<file path="config.mk">
export PLATFORM = sky130hd
export DESIGN_NAME = ftl_req_arb_flat
export DESIGN_NICKNAME = d
export VERILOG_FILES = /design/src/rtl/ftl_req_arb_if.sv /design/src/rtl/ftl_req_arb.sv /design/src/flat_wrapper.sv
export SDC_FILE = /design/constraint.sdc
export NUM_CORES = 1
export LEC_CHECK = 0
export CAP_MARGIN = 10
export CORE_MARGIN = 2
export CORE_UTILIZATION = 40
export CTS_BUF_LIST = sky130_fd_sc_hd__clkbuf_2
export CTS_CLUSTER_DIAMETER = 100
export DETAILED_ROUTE_END_ITERATION = 10
export GPL_ROUTABILITY_DRIVEN = 1
export PLACE_DENSITY = 0.76
export SYNTH_ARGS = -nofsm -noshare
export SYNTH_HDL_FRONTEND = slang
export SYNTH_SLANG_ARGS = --single-unit
</file>
<file path="constraint.sdc">
create_clock -name clk_50 -period 2.38 [get_ports clk_50]
set_clock_uncertainty 0.05 [all_clocks]
set_input_delay 0.238 -clock clk_50 [delete_from_list [all_inputs] [get_ports clk_50]]
set_output_delay 0.238 -clock clk_50 [all_outputs]
set_load 0.01 [all_outputs]
</file>
<file path="src/rtl/ftl_req_arb_if.sv">
// rtl/ftl_req_arb_if.sv - requester/engine handshake bundle for ftl_req_arb
interface ftl_req_arb_if #(
  parameter int BLK_W = 10
);
  // port 0: SDHC block cache
  logic             r0_read;
  logic             r0_write;
  logic [BLK_W-1:0] r0_block;
  logic             r0_done;
  logic             r0_err;
  // port 1: CPU maintenance/flush path
  logic             r1_read;
  logic             r1_write;
  logic [BLK_W-1:0] r1_block;
  logic             r1_done;
  logic             r1_err;
  // logical block engine
  logic             ftl_read;
  logic             ftl_write;
  logic [BLK_W-1:0] ftl_block;
  logic             ftl_ack;
  logic             ftl_done;
  // status
  logic             busy;
  logic             owner;

  // arbiter side
  modport slave (
    input  r0_read, r0_write, r0_block, r1_read, r1_write, r1_block, ftl_ack, ftl_done,
    output r0_done, r0_err, r1_done, r1_err, ftl_read, ftl_write, ftl_block, busy, owner
  );

  // requesters plus engine side
  modport master (
    output r0_read, r0_write, r0_block, r1_read, r1_write, r1_block, ftl_ack, ftl_done,
    input  r0_done, r0_err, r1_done, r1_err, ftl_read, ftl_write, ftl_block, busy, owner
  );
endinterface

</file>
<file path="src/rtl/ftl_req_arb.sv">
// rtl/ftl_req_arb.sv - two-port round-robin arbiter/sequencer for the FTL block engine
module ftl_req_arb #(
  parameter int BLK_W   = 10,
  parameter int TMO_W   = 24,
  parameter int TMO_CYC = 10_000_000
) (
  input logic          clk_50,
  input logic          reset,
  ftl_req_arb_if.slave bus
);

  typedef enum logic [1:0] {IDLE, ISSUE, WAIT_DONE, RELEASE} state_t;

  localparam logic [TMO_W-1:0] TMO_LAST = TMO_W'(TMO_CYC - 1);

  state_t           state;
  logic             last_owner;
  logic             owner_q;
  logic             busy_q;
  logic             rd_q;
  logic             wr_q;
  logic [BLK_W-1:0] blk_q;
  logic             done0_q;
  logic             err0_q;
  logic             done1_q;
  logic             err1_q;
  logic             done_d;
  logic [TMO_W-1:0] wdog;

  logic             pend0;
  logic             pend1;
  logic             grant1;
  logic             sel_write;
  logic [BLK_W-1:0] sel_block;
  logic             own_req;
  logic             done_rise;
  logic             tmo_hit;

  // grant choice, owner's request level, engine completion edge and watchdog expiry
  always_comb begin
    pend0     = bus.r0_read | bus.r0_write;
    pend1     = bus.r1_read | bus.r1_write;
    // a tie goes to whichever port was not served last
    grant1    = pend1 & (~pend0 | ~last_owner);
    sel_write = grant1 ? bus.r1_write : bus.r0_write;
    sel_block = grant1 ? bus.r1_block : bus.r0_block;
    own_req   = owner_q ? pend1 : pend0;
    done_rise = bus.ftl_done & ~done_d;
    tmo_hit   = (wdog == TMO_LAST);
  end

  // sequencer: grant, issue, await completion or watchdog, then wait for the handshake to close
  always_ff @(posedge clk_50) begin
    if (reset) begin
      state      <= IDLE;
      last_owner <= 1'b1;
      owner_q    <= 1'b0;
      busy_q     <= 1'b0;
      rd_q       <= 1'b0;
      wr_q       <= 1'b0;
      blk_q      <= '0;
      done0_q    <= 1'b0;
      err0_q     <= 1'b0;
      done1_q    <= 1'b0;
      err1_q     <= 1'b0;
      done_d     <= 1'b0;
      wdog       <= '0;
    end else begin
      done_d  <= bus.ftl_done;
      done0_q <= 1'b0;
      err0_q  <= 1'b0;
      done1_q <= 1'b0;
      err1_q  <= 1'b0;
      case (state)
        IDLE: begin
          if (pend0 | pend1) begin
            owner_q <= grant1;
            rd_q    <= ~sel_write;
            wr_q    <= sel_write;
            blk_q   <= sel_block;
            wdog    <= '0;
            busy_q  <= 1'b1;
            state   <= ISSUE;
          end
        end
        ISSUE, WAIT_DONE: begin
          if (done_rise) begin
            // completion beats a watchdog expiry landing on the same cycle
            rd_q    <= 1'b0;
            wr_q    <= 1'b0;
            done0_q <= ~owner_q;
            done1_q <= owner_q;
            state   <= RELEASE;
          end else if (tmo_hit) begin
            rd_q    <= 1'b0;
            wr_q    <= 1'b0;
            err0_q  <= ~owner_q;
            err1_q  <= owner_q;
            state   <= RELEASE;
          end else begin
            wdog <= wdog + 1'b1;
            if (state == ISSUE && bus.ftl_ack) begin
              state <= WAIT_DONE;
            end
          end
        end
        RELEASE: begin
          // no new grant until both the engine and the owner have let go
          if (!bus.ftl_ack && !own_req) begin
            last_owner <= owner_q;
            busy_q     <= 1'b0;
            state      <= IDLE;
          end
        end
        default: state <= IDLE;
      endcase
    end
  end

  assign bus.ftl_read  = rd_q;
  assign bus.ftl_write = wr_q;
  assign bus.ftl_block = blk_q;
  assign bus.r0_done   = done0_q;
  assign bus.r0_err    = err0_q;
  assign bus.r1_done   = done1_q;
  assign bus.r1_err    = err1_q;
  assign bus.busy      = busy_q;
  assign bus.owner     = owner_q;

endmodule

</file>
<file path="src/flat_wrapper.sv">
// flat-port wrapper written by rule: the top's interface ports become plain ports
module ftl_req_arb_flat 
#(
  parameter int BLK_W   = 10,
  parameter int TMO_W   = 24,
  parameter int TMO_CYC = 10_000_000
)
  (clk_50, reset, bus_r0_read, bus_r0_write, bus_r0_block, bus_r1_read, bus_r1_write, bus_r1_block, bus_ftl_ack, bus_ftl_done, bus_r0_done, bus_r0_err, bus_r1_done, bus_r1_err, bus_ftl_read, bus_ftl_write, bus_ftl_block, bus_busy, bus_owner);
  ftl_req_arb_if #(.BLK_W(BLK_W)) bus_i ();
  input logic clk_50;
  input logic reset;
  input wire logic [$bits(bus_i.r0_read)-1:0] bus_r0_read;
  input wire logic [$bits(bus_i.r0_write)-1:0] bus_r0_write;
  input wire logic [$bits(bus_i.r0_block)-1:0] bus_r0_block;
  input wire logic [$bits(bus_i.r1_read)-1:0] bus_r1_read;
  input wire logic [$bits(bus_i.r1_write)-1:0] bus_r1_write;
  input wire logic [$bits(bus_i.r1_block)-1:0] bus_r1_block;
  input wire logic [$bits(bus_i.ftl_ack)-1:0] bus_ftl_ack;
  input wire logic [$bits(bus_i.ftl_done)-1:0] bus_ftl_done;
  output wire logic [$bits(bus_i.r0_done)-1:0] bus_r0_done;
  output wire logic [$bits(bus_i.r0_err)-1:0] bus_r0_err;
  output wire logic [$bits(bus_i.r1_done)-1:0] bus_r1_done;
  output wire logic [$bits(bus_i.r1_err)-1:0] bus_r1_err;
  output wire logic [$bits(bus_i.ftl_read)-1:0] bus_ftl_read;
  output wire logic [$bits(bus_i.ftl_write)-1:0] bus_ftl_write;
  output wire logic [$bits(bus_i.ftl_block)-1:0] bus_ftl_block;
  output wire logic [$bits(bus_i.busy)-1:0] bus_busy;
  output wire logic [$bits(bus_i.owner)-1:0] bus_owner;
  assign bus_i.r0_read = bus_r0_read;
  assign bus_i.r0_write = bus_r0_write;
  assign bus_i.r0_block = bus_r0_block;
  assign bus_i.r1_read = bus_r1_read;
  assign bus_i.r1_write = bus_r1_write;
  assign bus_i.r1_block = bus_r1_block;
  assign bus_i.ftl_ack = bus_ftl_ack;
  assign bus_i.ftl_done = bus_ftl_done;
  assign bus_r0_done = bus_i.r0_done;
  assign bus_r0_err = bus_i.r0_err;
  assign bus_r1_done = bus_i.r1_done;
  assign bus_r1_err = bus_i.r1_err;
  assign bus_ftl_read = bus_i.ftl_read;
  assign bus_ftl_write = bus_i.ftl_write;
  assign bus_ftl_block = bus_i.ftl_block;
  assign bus_busy = bus_i.busy;
  assign bus_owner = bus_i.owner;
  ftl_req_arb #(.BLK_W(BLK_W), .TMO_W(TMO_W), .TMO_CYC(TMO_CYC)) u_core (.clk_50(clk_50), .reset(reset), .bus(bus_i));
endmodule
</file>
**Yosys cells after proc, flatten, opt, wreduce, memory -nomap -nowiden**

Cells that the tools add are included.
Widths: inputs -> output; s select.

- Bits in registers: 46
- Input port bits: 28

- Add/sub/neg operators: 1
- Bitwise operators: 14
- Reductions and logical operators: 16
- Mux-type cells: 22
- Eq/ne operators: 10

Operators with widths:

| operator | number |
|---|---|
| $mux 24 | 3 |
| $pmux 24 s2 | 1 |
| $add 24x1->24 const B | 1 |
| $eq 24x24->1 const B | 1 |
| $mux 10 | 1 |
| $mux 2 | 5 |
| $reduce_and 3->1 | 3 |
| $mux 1 | 8 |
| $not 1->1 | 8 |
| $pmux 1 s2 | 3 |
| $pmux 2 s3 | 1 |
| $eq 2x2->1 const B | 2 |
| $ne 2x1->1 const B | 2 |
| $ne 2x2->1 const B | 2 |
| $ne 4x1->1 const B | 1 |
| $or 1x1->1 | 4 |
| $reduce_and 2->1 | 2 |
| $reduce_and 4->1 | 1 |
| $reduce_bool 2->1 | 2 |
| $reduce_or 4->1 | 1 |
| $ne 3x1->1 const B | 1 |
| $reduce_or 3->1 | 1 |
| $and 1x1->1 | 2 |
| $eq 2x1->1 const B | 1 |
| other kinds (4) | 6 |

**Logic depth before layout (Yosys ltp)**

- Word-level depth: 8
- Depth in mapped cells: 9

**Worst setup path before layout**

Ideal clock, no wire load.

- Path type: register to register
- Start: reg u_core.state[0]
- End: reg u_core.wdog[15]
- Cell stages (with the launch flop): 8
- Slack: 0.004 ns
- Arrival time: 2.240 ns
- Required time: 2.244 ns
- Path through: dfxtp_1 inv_1 ha_1 and3b_4 a311oi_4 o21ai_4 or4_4 a221oi_2

- Longest elaborated chain between the ends: 4
- Elaborated cells on any way between the ends: 10
- Those cells by class: eq/ne: 5; mux: 1; reduce/logical: 4

RTL lines:

| element | RTL line | text |
|---|---|---|
| from (decl) | ftl_req_arb.sv:16 | `state_t state;` |
| from (signal assigned) | ftl_req_arb.sv:55 | `state <= IDLE;` |
| from (signal assigned) | ftl_req_arb.sv:83 | `state <= ISSUE;` |
| from (signal assigned) | ftl_req_arb.sv:93 | `state <= RELEASE;` |
| $eq 2x2->1 / $eq 2x1->1 (equally long branches) | ftl_req_arb.sv:74 | `case (state)` |
| $reduce_or 2->1 | ftl_req_arb.sv:74 |  |
| $ne 2x2->1 (no line) / $reduce_bool 2->1 (equally long branches) | n/a |  |
| $reduce_and 4->1 (no line) | n/a |  |
| to (signal assigned) | ftl_req_arb.sv:101 | `wdog <= wdog + 1'b1;` |
| to (decl) | ftl_req_arb.sv:28 | `logic [TMO_W-1:0] wdog;` |

Several ways; a longest one is shown, not always the timed one.
A chain may end at the register's enable or synchronous reset.

**Final worst setup path**

- Start: reg u_core.wdog[0]
- End: reg u_core.wdog[9]

- Longest elaborated chain between the ends: 4
- Elaborated cells on any way between the ends: 7
- Those cells by class: add/sub: 1; eq/ne: 2; mux: 3; reduce/logical: 1

RTL lines:

| element | RTL line | text |
|---|---|---|
| $add 24x1->24 | ftl_req_arb.sv:101 |  |
| $mux 24 | ftl_req_arb.sv:94 | `end else if (tmo_hit) begin` |
| $mux 24 | ftl_req_arb.sv:87 | `if (done_rise) begin` |
| $pmux 24 s2 | ftl_req_arb.sv:74 |  |

Several ways; a longest one is shown, not always the timed one. The select of a mux whose other input is x is not followed.

==> impl_metrics.yaml <==
run_status:
  status: "completed"
layout:
  area_delta_synth_final_pct: 30.5
  drive_gt1_share_pct: 15.0
  design_area_um2: 3230
  fin_cells: 442
  n_antenna_cell: 0
  nets: 399
logic_synthesis:
  syn_area_um2: 2480
  syn_avg_cell_area_um2: 8.15
  ys.flop_type: "dfxtp_1"
  synth_area_leaders: "dfxtp_1 (37%), nand2_1 (6.8%), nor2_1 (3.6%), a311oi_1 (3.5%), a21oi_1 (3.2%)"
  synth_nets: 337
  synth_most_common_cell: "dfxtp_1"
  synth_cell_type_count: 54
  synth_warnings: 0
  ys_seq_elements: 46
  synth_edf_count: 0
  synth_cells: 304
  synth_top_area_share_pct: 37.2
  yosysTopAreaCell: "dfxtp_1"
  synth.top_cells.by_count: "dfxtp_1 (46), nand2_1 (45), nor2_1 (24)"
  yosysSeqAreaShare_pct: 37.2
  synthArstFlopShare_pct: 0
global_route:
  grt_pass1_vias: 2500
  grt-ovfl-total: 0
  grt_pass1_wl_mm: 11.0
  antenna_found_initial: 0
  grt.total_usage_pct: 20.6
  grt_start_max_net_pins: 35
pwr:
  p_leak_uw: 0.00123
  ir_drop_mv: 0.645
  power.density_nw_per_um2: 1020
  power_uw: 3310
floorplanning:
  ioPinCount: 46
  die_w_um: 82.7
  start_util_pct: 41.6
  coreArea_um2: 5960
  die_y_um: 82.7
  dieArea_um2: 6840
  rows: 28
drt:
  drt_iter0_drc: 229
  drc: 0
  drtAntennaViolNets: 0
  wl_per_cell_um: 15.0
  dr.pass1.iters: 4
  vias_per_cell: 5.85
  via_count: 2586
  drt_wl_total_mm: 6.65
setup_path:
  cp_top_family: "simple AND/OR/NAND/NOR gates"
  crit_arrival_ps: 2570
  max_stage_delay_ps: 640
  path_buf_inv: 1
  crit_path_top_delay_cell: "or4_4"
  worstSetupEndpointType: "flop"
  cp_max_fo: 5
  path_cells: "ha_1, nand3_2, or4_4, o211ai_2, buf_4, nor4b_1, a31o_2"
  critPathKind: "reg2reg"
  cp.required_ps: 2700
  worstSetupStartpointType: "flop"
sta:
  min_period_ps: 2250
  period_share_pct: 94.7
  tightest_slew_ps: 386
  finalHoldViolCount: 0
  fmax_mhz: 444
  finalMaxSlewViolations: 0
  finalSetupViolations: 0
  max_slew_margin_pct: 74.3
  setup_tns_ps: 0
  grt_setup_unrepaired: "no"
clocking:
  cts.htree.levels: 2
  cts.sinks: 46
  clockRootBuffer: "clkbuf_2"
  clockBufferDepth: 2
  cts_tree: "yes"
  clk_pin_slew_ps: 250
  worstSkewPairLatency_ps: 440
  cts_made_buffers: 5
placement:
  place_area_um2: 3140
  gp_congestion: 0.900
  io_buffers: 45
  dp.cells: 434
  dp_hpwl_mm: 4.84
min_path:
  min_path_type: "in2reg"
run:
  max_cap_viol_count: 0
[path summary, 6_finish.rpt]
check | from | endpoint | slack, ps | cells after the start
max | u_core.wdog[0]$_SDFFE_PP0P_ | u_core.wdog[9]$_SDFFE_PP0P_ | 130 | 7
min | bus_r1_block[2] | u_core.bus.ftl_block[2]$_SDFFE_PP0P_ | 270 | 3
max reg2reg | u_core.wdog[0]$_SDFFE_PP0P_ | u_core.wdog[9]$_SDFFE_PP0P_ | 130 | 7
min reg2reg | u_core.bus.ftl_read$_SDFFE_PP0P_ | u_core.bus.ftl_read$_SDFFE_PP0P_ | 450 | 2
[worst reg2reg max path: cells and delay by family, from the launching register on]
kind / cells / cell delay, ps
compound gates: 2 / 500
buf+inv: 1 / 170
simple gates: 3 / 850
flops: 1 / 400
fa+ha+maj: 1 / 220
[layout make-up]
| type | instances | area [µm²] |
|---|---|---|
| Fill cell | 570 | 2720 |
| Clock buffer | 6 | 30.0 |
| Inverter | 10 | 37.5 |
| Sequential cell | 46 | 923 |
| Clock inverter | 2 | 37.5 |
| Timing Repair Buffer | 70 | 642 |
| Tap cell | 75 | 93.8 |
| Multi-Input combinational cell | 233 | 1470 |
[per-stage QoR]
step	utilization, %	setup WS (ps)	hold WS [ps]
detailed placement	52.7	75.3	425
finish	54.3	126	267
CTS	53.8	55.5	252
global route	54.3	3.48	251
global placement	52.7	103	413
floorplan	-	3.57	316
[routing by layer]
metal | wire [µm] | global-route usage (%)
met1 | 2850 | 24.5
met2 | 3270 | 35.6
met3 | 454 | 4.35
met4 | 75 | 8.69
met5 | 0 | 0
[power breakdown]
part	switching, µW	leakage [µW]	total, µW	internal (µW)
sequential	69.2	0.000376	972	903
combinational	1050	0.000814	1880	829
clock	271	0.0000392	452	181
total	1390	0.00123	3310	1910
[placed cells by master, fill, tap and decap left out, types with 10 or more instances in the layout]
cell type	netlist	final
a21oi_1	16	16
a311oi_1	10	10
a31oi_1	10	10
buf_4	1	24
clkdlybuf4s50_1	0	45
dfxtp_1	46	44
nand2_1	45	45
nand3_1	11	11
nor2_1	24	24
nor3_1	10	10
o21ai_0	13	13
[flip-flops by register name, summed over array words and instances (netlist names)]
register              flops
u_core.bus.busy           1
u_core.bus.ftl_block     10
u_core.bus.ftl_read       1
u_core.bus.ftl_write      1
u_core.bus.owner          1
u_core.bus.r0_done        1
u_core.bus.r0_err         1
u_core.bus.r1_done        1
u_core.bus.r1_err         1
u_core.done_d             1
u_core.last_owner         1
u_core.state              2
u_core.wdog              24
[cells by family after synthesis]
group	count (synthesis)	share of synthesized area [%]
simple gates	146	31.5
compound gates	82	24.4
flops	46	37.2
buf+inv	25	4.40
fa+ha+maj	5	2.53
[repair_timing]
item                       4_1_cts  5_1_grt
hold buffers                     0        0
setup endpoints to repair        0        7
gates resized for setup          0        6
buffers inserted                 0        0
No activity file was read; power rests on OpenSTA's default activity.
